File: src/rtl/wb_soc_reg_slave.sv
// Wishbone classic register slave: frame buffer base register, irq control/status and ID.
// Single-cycle registered ACK; the rising edge of raise_irq latches a maskable, W1C pending flag.
module wb_soc_reg_slave #(
  parameter logic [31:0] RESET_VALUE = 32'h41000000,
  parameter logic [31:0] ID_VALUE    = 32'h564F0001
) (
  input  logic        p_clk,
  input  logic        p_resetn,
  input  logic        raise_irq,
  output logic        irq,
  output logic [31:0] module_register,
  output logic        initialized,
  input  logic [31:0] p_wb_DAT_I,
  output logic [31:0] p_wb_DAT_O,
  input  logic [31:0] p_wb_ADR_I,
  output logic        p_wb_ACK_O,
  input  logic        p_wb_CYC_I,
  output logic        p_wb_ERR_O,
  input  logic        p_wb_LOCK_I,
  output logic        p_wb_RTY_O,
  input  logic [3:0]  p_wb_SEL_I,
  input  logic        p_wb_STB_I,
  input  logic        p_wb_WE_I
);

  localparam int unsigned DW     = 32;
  localparam int unsigned NBYTES = DW / 8;

  localparam logic [1:0] W_REG0   = 2'd0;
  localparam logic [1:0] W_CTRL   = 2'd1;
  localparam logic [1:0] W_STATUS = 2'd2;
  localparam logic [1:0] W_ID     = 2'd3;

  logic [DW-1:0] reg0_q, reg0_d;
  logic          init_q, init_d;
  logic          irq_en_q, irq_en_d;
  logic          pending_q, pending_d;
  logic          raise_prev_q, raise_prev_d;
  logic          ack_q, ack_d;
  logic [DW-1:0] dat_q, dat_d;
  logic          irq_q, irq_d;

  logic          req;
  logic          wr;
  logic          rd;
  logic [1:0]    word;
  logic [DW-1:0] rdata;

  // Address bits above the word offset and LOCK carry no meaning for this slave.
  logic unused_bits;
  assign unused_bits = ^{p_wb_ADR_I[31:4], p_wb_ADR_I[1:0], p_wb_LOCK_I};

  assign req  = p_wb_CYC_I & p_wb_STB_I & ~ack_q;
  assign wr   = req & p_wb_WE_I;
  assign rd   = req & ~p_wb_WE_I;
  assign word = p_wb_ADR_I[3:2];

  always_comb begin
    rdata = '0;
    case (word)
      W_REG0:   rdata = reg0_q;
      W_CTRL:   rdata = {31'(0), irq_en_q};
      W_STATUS: rdata = {30'(0), init_q, pending_q};
      W_ID:     rdata = ID_VALUE;
      default:  rdata = '0;
    endcase
  end

  always_comb begin
    reg0_d       = reg0_q;
    init_d       = init_q;
    irq_en_d     = irq_en_q;
    pending_d    = pending_q;
    raise_prev_d = raise_irq;
    ack_d        = req;
    dat_d        = '0;
    irq_d        = pending_q & irq_en_q;

    if (wr) begin
      case (word)
        W_REG0: begin
          for (int unsigned b = 0; b < NBYTES; b++) begin
            if (p_wb_SEL_I[b]) reg0_d[8*b +: 8] = p_wb_DAT_I[8*b +: 8];
          end
          if (|p_wb_SEL_I) init_d = 1'b1;
        end
        W_CTRL: begin
          if (p_wb_SEL_I[0]) irq_en_d = p_wb_DAT_I[0];
        end
        W_STATUS: begin
          if (p_wb_SEL_I[0] && p_wb_DAT_I[0]) pending_d = 1'b0;
        end
        default: ;
      endcase
    end

    // A new request edge overrides a simultaneous software clear.
    if (raise_irq && !raise_prev_q) pending_d = 1'b1;

    if (rd) dat_d = rdata;
  end

  always_ff @(posedge p_clk or negedge p_resetn) begin
    if (!p_resetn) begin
      reg0_q       <= RESET_VALUE;
      init_q       <= 1'b0;
      irq_en_q     <= 1'b0;
      pending_q    <= 1'b0;
      raise_prev_q <= 1'b0;
      ack_q        <= 1'b0;
      dat_q        <= '0;
      irq_q        <= 1'b0;
    end else begin
      reg0_q       <= reg0_d;
      init_q       <= init_d;
      irq_en_q     <= irq_en_d;
      pending_q    <= pending_d;
      raise_prev_q <= raise_prev_d;
      ack_q        <= ack_d;
      dat_q        <= dat_d;
      irq_q        <= irq_d;
    end
  end

  assign module_register = reg0_q;
  assign initialized     = init_q;
  assign irq             = irq_q;
  assign p_wb_ACK_O      = ack_q;
  assign p_wb_DAT_O      = dat_q;
  assign p_wb_ERR_O      = 1'b0;
  assign p_wb_RTY_O      = 1'b0;

endmodule

File: config.mk
export PLATFORM = sky130hd
export DESIGN_NAME = wb_soc_reg_slave
export DESIGN_NICKNAME = d
export VERILOG_FILES = /design/src/rtl/wb_soc_reg_slave.sv
export SDC_FILE = /design/constraint.sdc
export NUM_CORES = 1
export LEC_CHECK = 0
export CAP_MARGIN = 30
export CORE_ASPECT_RATIO = 1.1
export CORE_UTILIZATION = 39
export DETAILED_ROUTE_END_ITERATION = 8
export GPL_TIMING_DRIVEN = 1
export MAX_ROUTING_LAYER = met4
export PLACE_DENSITY_LB_ADDON = 0.2
export SLEW_MARGIN = 20
export SYNTH_ARGS = -nofsm -noshare
export SYNTH_HDL_FRONTEND = slang
export SYNTH_SLANG_ARGS = --single-unit
File: constraint.sdc
create_clock -name p_clk -period 1.6 [get_ports p_clk]
set_input_delay 0.24 -clock p_clk [delete_from_list [all_inputs] [get_ports p_clk]]
set_output_delay 0.24 -clock p_clk [all_outputs]
set_load 0.03 [all_outputs]
# Yosys cells after proc, flatten, opt, wreduce, memory -nomap -nowiden
# Index checks and enable logic that the tools add are counted.
# word_totals
wordCells	42
regBits	70
output_inout_bits	69
inputBits	75
# op_classes
eq_ne	3
mux	6
reduce_logical	15
bitwise_logic	7
# ops
op	n
$pmux W32 S4	1
$mux W32	1
$reduce_and A3 Y1	7
$reduce_bool A2 Y1	3
$and A1 B1 Y1	5
$eq A2 B2 Y1 const B	2
$mux W1	4
$reduce_or A4 Y1	1
$eq A2 B1 Y1 const B	1
$logic_and A1 B1 Y1	2
$logic_not A2 Y1	1
$not A1 Y1	2
$logic_not A1 Y1	1

# Longest topological paths before layout
# depth
depth_word	5
depth_mapped	5
ltp_nobuf	3

# Least setup slack after synthesis
# Ideal clock, no wire load.
# synth_path
path_type	register to register
startpoint	register ack_q, in the netlist p_wb_ACK_O
endpoint	register reg0_q[0], in the netlist module_register[0]
setup_slack_ps	68
path_stages_with_launch	5
n_path_buf	1
setup_ps	125
arrival_time_ps	1407
path_cell_list	dfrtp_1 > and4b_1 > buf_6 > nand3_4 > mux2_4
# synth_via
elab_chain_cells	4
# synth_lines
element	line	rtl
from (decl)	39	logic ack_q, ack_d;
from (signal assigned)	119	ack_q <= ack_d;
$not A1 Y1	53	assign req = p_wb_CYC_I & p_wb_STB_I & ~ack_q;
$and A1 B1 Y1	53	
$and A1 B1 Y1	54	assign wr = req & p_wb_WE_I;
$reduce_and A3 Y1 (no source line)	-	
to (signal assigned)	114	reg0_q <= reg0_d;
to (decl)	34	logic [DW-1:0] reg0_q, reg0_d;
# Every way passes these cells.
# A chain may end at the register's enable or synchronous reset.

# Worst setup path after layout
# layout_path
startpoint	register dat_q[31], in the netlist p_wb_DAT_O[31]
endpoint	output p_wb_DAT_O[31]
# layout_rtl
element	line	rtl
from (decl)	40	logic [DW-1:0] dat_q, dat_d;
from (signal assigned)	120	dat_q <= dat_d;
to (decl)	14	output logic [31:0] p_wb_DAT_O,
# No word-level cell between the ends.

==> summary.txt <==
Routing
  • Via density: 4.65
  • Via count: 1814
  • Post-Route WL: 5.94 mm
  • WL per Instance: 15.2 um
  • DRT iter0 DRCs: 50
  • Antenna viol nets, final: 0
  • DRC Markers: 0
  • Drt pass-1 iters: 5

Setup path
  • R2R Path End: module_register[26]
  • Critical Path Max Stage Delay: 0.67 ns
  • Crit path cell chain: clkdlybuf4s50_1
  • CP max stage cell: clkdlybuf4s50_1
  • Arrival time at the worst endpoint: 1.32 ns
  • Delay-heaviest family, CP: buffers and inverters
  • Largest fanout on the critical path: 1
  • Reg2reg start: p_wb_ACK_O
  • Setup crit end kind: primary output
  • Worst R2R Setup Slack: 0.09 ns
  • Worst Setup Path Type: register to primary output
  • Startpoint types: register
  • Worst r2r path cells: 4
  • WP buf/inv: 1
  • Worst EP required: 1.36 ns

Floorplanning
  • DIE AREA: 0.00736 mm^2
  • Initial Util: 41.0%
  • Number of core rows: 31
  • Core area: 0.00667 mm^2
  • Die height: 89.9 um
  • Die Wd: 81.9 um
  • I/O Pins: 144

Timing
  • Crit share post-route: 97.8%
  • Worst Skew: 0.00867 ns
  • RSZ-0062 raised after global routing: false
  • Final-report hold violation count: 0
  • Hold Slack: 0.415 ns
  • Highest clock rate: 639 MHz
  • Setup ws final: 0.0352 ns
  • Max-slew violations: 0
  • Final-report setup violation count: 0
  • Min Tclk post-route: 1.56 ns

Flow run
  • Max cap viols: 0

GRT
  • Pin count of the biggest net entering global routing: 71
  • First-pass GRT wire length: 9.49 mm
  • Total track usage: 18.2%
  • Grt total ovfl: 0
  • Initial antenna violation count: 0
  • Number of global-route vias before repair: 1857

CTS
  • Max Buffers Root-to-Sink: 2
  • # H-tree levels: 3
  • Clock-pin slew on the worst setup and hold paths: 0.07 ns
  • CTS tree: done
  • Root buf cell: clkbuf_8
  • Worst-Skew Late Latency: 0.34 ns
  • TritonCTS buffer count: 9
  • Post-CTS Setup Inserts: 0
  • # clock sinks: 70

Yosys
  • Yosys warns: 0
  • Synth unique cells: 27
  • Post-synthesis cell count: 177
  • Post-synthesis register bit count: 70
  • Sequential area share after synthesis: 64.1%
  • Cell Area, Synth: 0.00274 mm^2
  • Mean Syn Cell Area: 15.5 um^2

Placement
  • GPL Wtd Cong: 0.808
  • Placed cells: 373
  • Post-DP HPWL: 4.27 mm
  • Place WS: -0.195 ns
  • IO buf count: 110

Finish
  • Non-Filler Instances: 390
  • Share of cells above drive strength 1: 22.4%
  • # diodes: 0
  • NumNets Final: 378
  • Synth-to-Final Area Change: 56.1%

Pwr
  • Lkg Pwr: 2.57 nW
  • Worst vdd ir: 0.646 mV
  • Power density cells: 1110 mW/mm^2
  • Total power draw: 4.75 mW

Hold path
  • HP Start: raise_irq
  • Hold path depth: 1
  • Worst min path class: input pin to register
  • Hold path endpoint: raise_prev_q

Status
  • Outcome: completed
-- area by class of cell --
cell class                      instances  area (um^2)
Fill cell                             530         2400
Sequential cell                        70         1750
Timing Repair Buffer                  123         1240
Multi-Input combinational cell         97          931
Clock buffer                           11          151
Tap cell                               82          103
Clock inverter                          5         81.3
Inverter                                2         7.51
-- stage by stage --
step / util (%) / setup TNS, ns / area (um^2)
final: 64.0 / 0 / 4270
after global routing: 64.0 / 0 / 4270
after CTS: 63.1 / 0 / 4210
after detailed placement: 60.2 / -5.73 / 4020
after global placement: 60.2 / -5.33 / 4020
after floorplan: - / 0 / 2740
-- state kept, by name, summed over array words and instances (netlist names) --
register,flops
module_register,32
p_wb_DAT_O,32
initialized,1
irq,1
irq_en_q,1
p_wb_ACK_O,1
pending_q,1
raise_prev_q,1
-- where the power goes --
group / leakage [nW] / switching (mW) / internal [mW]
clock network: 0.116 / 0.646 / 0.963
logic: 1.53 / 0.563 / 0.496
registers: 0.926 / 0.130 / 1.95
-- synthesized netlist by cell type, drive strengths merged --
library cell	instances	area, um^2
a211oi	2	15.0
a21oi	9	45.0
a22o	1	8.76
a31o	1	8.76
and2	22	138
and4b	1	10.0
buf	6	41.3
clkbuf	3	11.3
conb	1	3.75
dfrtp	68	1700
dfstp	2	52.6
inv	2	7.51
mux2	33	492
mux2i	1	10.0
nand2	11	41.3
nand3	4	70.1
nand4	1	6.26
nand4b	1	8.76
nand4bb	1	11.3
nor2	2	23.8
nor2b	2	12.5
nor3	2	10.0
or4	1	7.51
-- worst max path at each step --
stage	startpoint	endpoint	slack, ns	cells past startpoint
finish	p_wb_DAT_O[31]	p_wb_DAT_O[31]	0.04	1
global route	p_wb_DAT_O[31]	p_wb_DAT_O[31]	0.0006	1
CTS	p_wb_DAT_O[29]	p_wb_DAT_O[29]	0.001	1
detailed placement	p_wb_WE_I	module_register[27]	-0.19	5
global placement	p_wb_WE_I	module_register[29]	-0.18	5
floorplan	p_wb_ACK_O	module_register[0]	0.07	4
-- timing repair --
action / CTS / global route
hold endpoints to repair: 68 / 0
pin swaps: 0 / 0
endpoints found under the setup margin: 41 / 24
hold buffers: 1 / 0
resized for setup: 41 / 24
-- routing by layer --
metal,share of wire [%],global-route usage (%)
met2,49,27.7
met5,0,-
met4,1.7,7.89
met3,5.8,4.47
met1,43,22.7
-- cells by family (layout without fill, tap and decap cells) --
family	Yosys count	after routing	synth area share, %
AO/OA/AOI/OAI	13	13	2.83
other	1	2	0.137
AND/OR/NAND/NOR	48	48	12.4
multiplexers	34	34	18.3
flip-flops	70	70	64.1
buffers and inverters	11	141	2.19
-- cells in the final DEF (no fill, tap or decap), drive strengths merged, types with 2 or more instances in the layout --
cell type,count
nand2,11
dlymetal6s2s,24
inv,2
clkdlybuf4s50,44
conb,2
mux2,33
nand3,4
dlygate4sd2,41
buf,13
clkbuf,11
dfrtp,68
nor2,2
and2,22
clkinv,2
nor2b,2
a21oi,9
a211oi,2
bufinv,2
nor3,2
dfstp,2
Power figures use the tool's default switching activity.
==> RTL change 1 (same flow settings) <==
Remove the register `irq_q`: a continuous assignment takes its place, so the output `irq` follows one clock earlier.
--- a/src/rtl/wb_soc_reg_slave.sv
+++ b/src/rtl/wb_soc_reg_slave.sv
@@ -110,5 +110,4 @@
       ack_q        <= 1'b0;
       dat_q        <= '0;
-      irq_q        <= 1'b0;
     end else begin
       reg0_q       <= reg0_d;
@@ -119,7 +118,8 @@
       ack_q        <= ack_d;
       dat_q        <= dat_d;
-      irq_q        <= irq_d;
     end
   end
+
+  assign irq_q = irq_d;
 
   assign module_register = reg0_q;
Behaviour: not the same (a bounded check fails within 4 cycles, from zero or initial values and one cycle with p_resetn low).
==> RTL change 1 against the unedited design <==
Sequential share of layout area is 0.60 points higher. Sequential cell count is 1 lower. Critical path depth stayed put. Synthesized area is 0.91% lower. Cell count is 0.26% lower. Setup slack worse by 0.0011 ns. Total power is 8.9% lower. Cell area is 2.8% lower. Routed wire length is 0.10% lower. Critical path type unchanged. Highest routed layer unchanged.
==> RTL change 1: results (changes against the unedited design) <==
Outcome
The run finished with clean final reports.

Global routing
The via count of the first global-routing pass was 1,849 (-0.43%). The total routing resource utilization after global routing is 17.66% (-0.53 points). The first-pass GRT wire length is 8990 µm (-5.2%).

The largest net degree at the start of global routing is 70 (-1.4%).

Final layout
The final net count was 377 (-0.26%). The sequential share of cell area is 41.68% (+0.60 points). The count of multi-input combinational gates is 97 (unchanged).

The share of cells above drive strength 1 is 21.82% (-0.58 points). The non-filler instance count after layout is 389 (-0.26%). The clock buffer count was 12 (+1). The number of signal-net buffers in the layout is 123 (unchanged). The portion of the layout cell area used by non-clock buffers is 29.16% (+0.067 points). The finished layout cell area is 0.004149 mm² (-2.8%). The fraction of area in clock buffers and inverters was 4.071% (-1.4 points). The number of fillers in the final layout is 546 (+3.0%).

Detailed routing
The ratio of routed vias to standard cells came to 4.671 (+0.42%). The first-pass iteration count of the detailed router is 4 (-1). The post-detailed-routing wire length is 5936 µm (-0.10%). The initial DRC count is 80 (+60%).

Placed design
The cell area after placement came to 0.003969 mm² (-1.2%). The final weighted congestion in routability-driven placement is 0.7433 (-8.0%). The worst setup timing slack at the placement stage is -0.2199 ns (-0.02519 ns).

The number of placed instances, taps included is 372 (-0.27%). The total half-perimeter wirelength after legalization and detailed placement is 4129 µm (-3.3%).

Synthesis
The commonest cells after synthesis are 67 x sky130_fd_sc_hd__dfrtp_1, 32 x sky130_fd_sc_hd__mux2_4, 22 x sky130_fd_sc_hd__and2_1, 11 x sky130_fd_sc_hd__nand2_1, 9 x sky130_fd_sc_hd__a21oi_1. Ranked by total cell area, the synthesized netlist is headed by sky130_fd_sc_hd__dfrtp_1 62%, sky130_fd_sc_hd__mux2_4 18%, sky130_fd_sc_hd__and2_1 5.1%. The synthesized netlist cell count was 176 (-0.56%). The distinct cell type count after synthesis is 27 (unchanged).

The fraction of the yosys area taken by sequential cells is 63.77% (-0.33 points).

Clock tree
Clock-pin slew was measured on the worst setup and hold paths at 0.08 ns. The number of clock sinks was 69 (-1.4%).

Power and ir drop
The peak ir drop on the vdd network is 0.4644 mV (-28%). The leakage power total is 2.404 nW (-6.4%). The cell-internal power is 3.014 mW (-12%).

Critical path
The cell count of the worst reg-to-reg path was 4 (unchanged). For the worst setup path, the data arrival time is 1.33 ns. The worst register-to-register path ends at module_register[0].

Hold path
The min-delay analysis places its worst path in the category in -> reg.

Timing
The largest clock skew in the final design was 0.006969 ns (-0.001706 ns).
==> RTL change 1: changes by cell type after synthesis <==
| cell | before | now |
|---|---|---|
| sky130_fd_sc_hd__dfrtp_1 | 68 | 67 |
==> RTL change 1: worst max-delay path by stage <==
stage,to,slack [ns],from
final,p_wb_DAT_O[21],0.03,p_wb_DAT_O[21]
after global routing,module_register[29],-0.002,p_wb_ACK_O
after floorplan,module_register[0],0.07,p_wb_ACK_O
after global placement,module_register[28],-0.19,p_wb_STB_I
after detailed placement,module_register[29],-0.22,p_wb_STB_I
after CTS,p_wb_DAT_O[2],0.001,p_wb_DAT_O[2]
==> RTL change 1: power groups by stage <==
stage / combinational, mW / clock (mW) / sequential, mW
floorplan: 0.304 / 0 / 2.39
global placement: 1.16 / 0 / 2.08
detailed placement: 1.17 / 0 / 2.09
CTS: 1.06 / 1.27 / 2.05
global route: 1.11 / 1.34 / 2.07
finish: 1.05 / 1.22 / 2.05
==> RTL change 1: through the flow <==
stage,hold slack (ns),TNS [ns]
global placement,0.2900,-5.150
CTS,0.3783,0
finish,0.3885,0
floorplan,-0.05559,0
global route,0.3871,-0.002244
detailed placement,0.2888,-6.042
==> RTL change 1: logic make-up after synthesis <==
logic type,count (synthesis),synth area share [%]
DFF,69,63.77
muxes,34,18.50
other,1,0.1383
AOI/OAI and AO/OA,13,2.861
and+or+nand+nor,48,12.51
buffers and inverters,11,2.215
==> RTL change 1: what timing repair did <==
action,in CTS,in global routing
hold buffers,1,0
endpoints found under the hold margin,67,0
gates resized for setup,38,19
setup endpoints to repair,38,23
==> RTL change 1: routing by layer <==
layer / part of all wire, % / track usage (%) / vias up
met3: 5.8 / 3.980 / 9
met5: 0 / - / -
met1: 43 / 21.27 / 888
met2: 50 / 28.26 / 77
met4: 1.3 / 7.792 / 0
li1: - / - / 843
==> RTL change 2 (same flow settings) <==
Made on the original files. The parameter `RESET_VALUE` goes from 32'h41000000 to 32'h40000000.
--- a/src/rtl/wb_soc_reg_slave.sv
+++ b/src/rtl/wb_soc_reg_slave.sv
@@ -2,5 +2,5 @@
 // Single-cycle registered ACK; the rising edge of raise_irq latches a maskable, W1C pending flag.
 module wb_soc_reg_slave #(
-  parameter logic [31:0] RESET_VALUE = 32'h41000000,
+  parameter logic [31:0] RESET_VALUE = 32'h40000000,
   parameter logic [31:0] ID_VALUE    = 32'h564F0001
 ) (
Formal check against the unedited RTL: not equivalent (Yosys sat finds a counterexample within 4 cycles, from zero or initial values and one cycle with p_resetn low).
==> RTL change 2 against the unedited design <==
Total power fell by 9.0%. Synthesized area about the same. Highest routed layer unchanged. Worst hold slack worse by 0.031 ns. Clock power shrank 27%. Setup slack improved by 0.019 ns. Sequential cell count stayed put. Critical path type unchanged. Critical endpoint is now module_register[30]. Cell area shrank 1.6%. Routed wire length rose by 5.5%.
==> RTL change 2: results (changes against the unedited design) <==
Critical path
On the critical path, the stage with the largest delay is an instance of sky130_fd_sc_hd__dfstp_2. The critical path's largest stage delay is 0.55 ns (-0.12 ns). The critical path data arrival time is 1.31 ns. The worst register-to-register path ends at module_register[25].

Grouping stages by cell kind, the critical path spends the most delay in flip-flops. The top fanout value on the critical path is 3 (+2).

Detailed routing
The post-detailed-routing wire length is 6268 µm (+5.5%). The first-pass iteration count of the detailed router is 4 (-1). The initial DRC count is 65 (+30%).

Placed design
The final weighted congestion in routability-driven placement is 0.6948 (-14%). The total half-perimeter wirelength after legalization and detailed placement is 4351 µm (+1.9%). The worst setup timing slack at the placement stage came to -0.2279 ns (-0.03317 ns).

Clock tree
The number of resized instances in the post-cts repair step is 40 (-2.4%). The H-tree depth came to 3 (unchanged).

Global routing
The first-pass GRT wire length was 10,010 µm (+5.5%). The total routing resource utilization after global routing is 19.18% (+0.99 points). The via count of the first global-routing pass is 1,949 (+5.0%).

Final layout
The share of cells above drive strength 1 is 21.50% (-0.90 points). The non-filler instance count after layout was 389 (-0.26%). The number of fillers in the final layout is 548 (+3.4%).

Synthesis
The fraction of the yosys area taken by sequential cells is 64.09% (about the same). By count the netlist is led by 69 x sky130_fd_sc_hd__dfrtp_1, 32 x sky130_fd_sc_hd__mux2_4, 22 x sky130_fd_sc_hd__and2_1, 11 x sky130_fd_sc_hd__nand2_1, 9 x sky130_fd_sc_hd__a21oi_1. By area the synthesized netlist is led by sky130_fd_sc_hd__dfrtp_1 63%, sky130_fd_sc_hd__mux2_4 18%, sky130_fd_sc_hd__and2_1 5.0%. The post-synthesis area per instance is 15.45 µm² (about the same).

Power and ir drop
The leakage power total is 2.590 nW (+0.76%). The peak ir drop on the vdd network is 0.6186 mV (-4.2%). The cell-internal power is 2.987 mW (-12%).

Die
The starting density of the core is 41.00% (about the same).

Outcome
The flow ran to the end, and the final reports show no timing, DRC or antenna violations.

Timing
The largest clock skew in the final design was 0.007688 ns (-0.0009869 ns).
-- RTL change 2: cell type report --
class,count,area [µm²],share of cell area (%)
inverter,2,7.507,0.1787
timing repair buffer,123,1251,29.79
tap,82,102.6,2.443
clock buffer,10,127.6,3.038
sequential,70,1753,41.73
clock inverter,5,27.53,0.6553
multi-input combinational,97,930.9,22.16
-- RTL change 2: through the flow --
stage,power [mW],hold slack (ns),TNS (ns),area (µm²)
final,4.323,0.3840,0,4200
after global placement,3.279,0.2906,-5.499,4018
after CTS,4.382,0.3749,0,4133
after detailed placement,3.301,0.2905,-6.879,4018
after floorplan,2.722,-0.05559,0,2739
after global routing,4.536,0.3668,0,4200
-- RTL change 2: cell families (layout without fill, tap and decap cells) --
logic type	after synthesis	count (layout)	share of synthesized area, %
flops	70	70	64.09
simple gates	48	48	12.40
mux	34	34	18.34
compound gates	13	13	2.836
buf+inv	11	140	2.196
other cells	1	2	0.1371
-- RTL change 2: layer usage --
metal	share of wire [%]	global-route usage, %	up-vias
met5	0	-	-
met2	51	30.03	64
li1	-	-	845
met1	41	22.45	897
met3	6.5	6.701	8
met4	1.6	7.018	0
-- RTL change 2: power groups by stage --
stage	registers, mW	logic, mW	clock network (mW)
global placement	2.11	1.17	0
CTS	2.08	1.08	1.22
floorplan	2.43	0.293	0
detailed placement	2.11	1.19	0
finish	2.08	1.07	1.18
global route	2.10	1.13	1.31
-- RTL change 2: worst max path at each step --
stage / endpoint / slack, ns
after floorplan: module_register[0] / 0.07
after global routing: module_register[30] / 0.005
after detailed placement: module_register[25] / -0.23
final: module_register[30] / 0.05
after CTS: p_wb_DAT_O[17] / 0.0002
after global placement: module_register[11] / -0.18
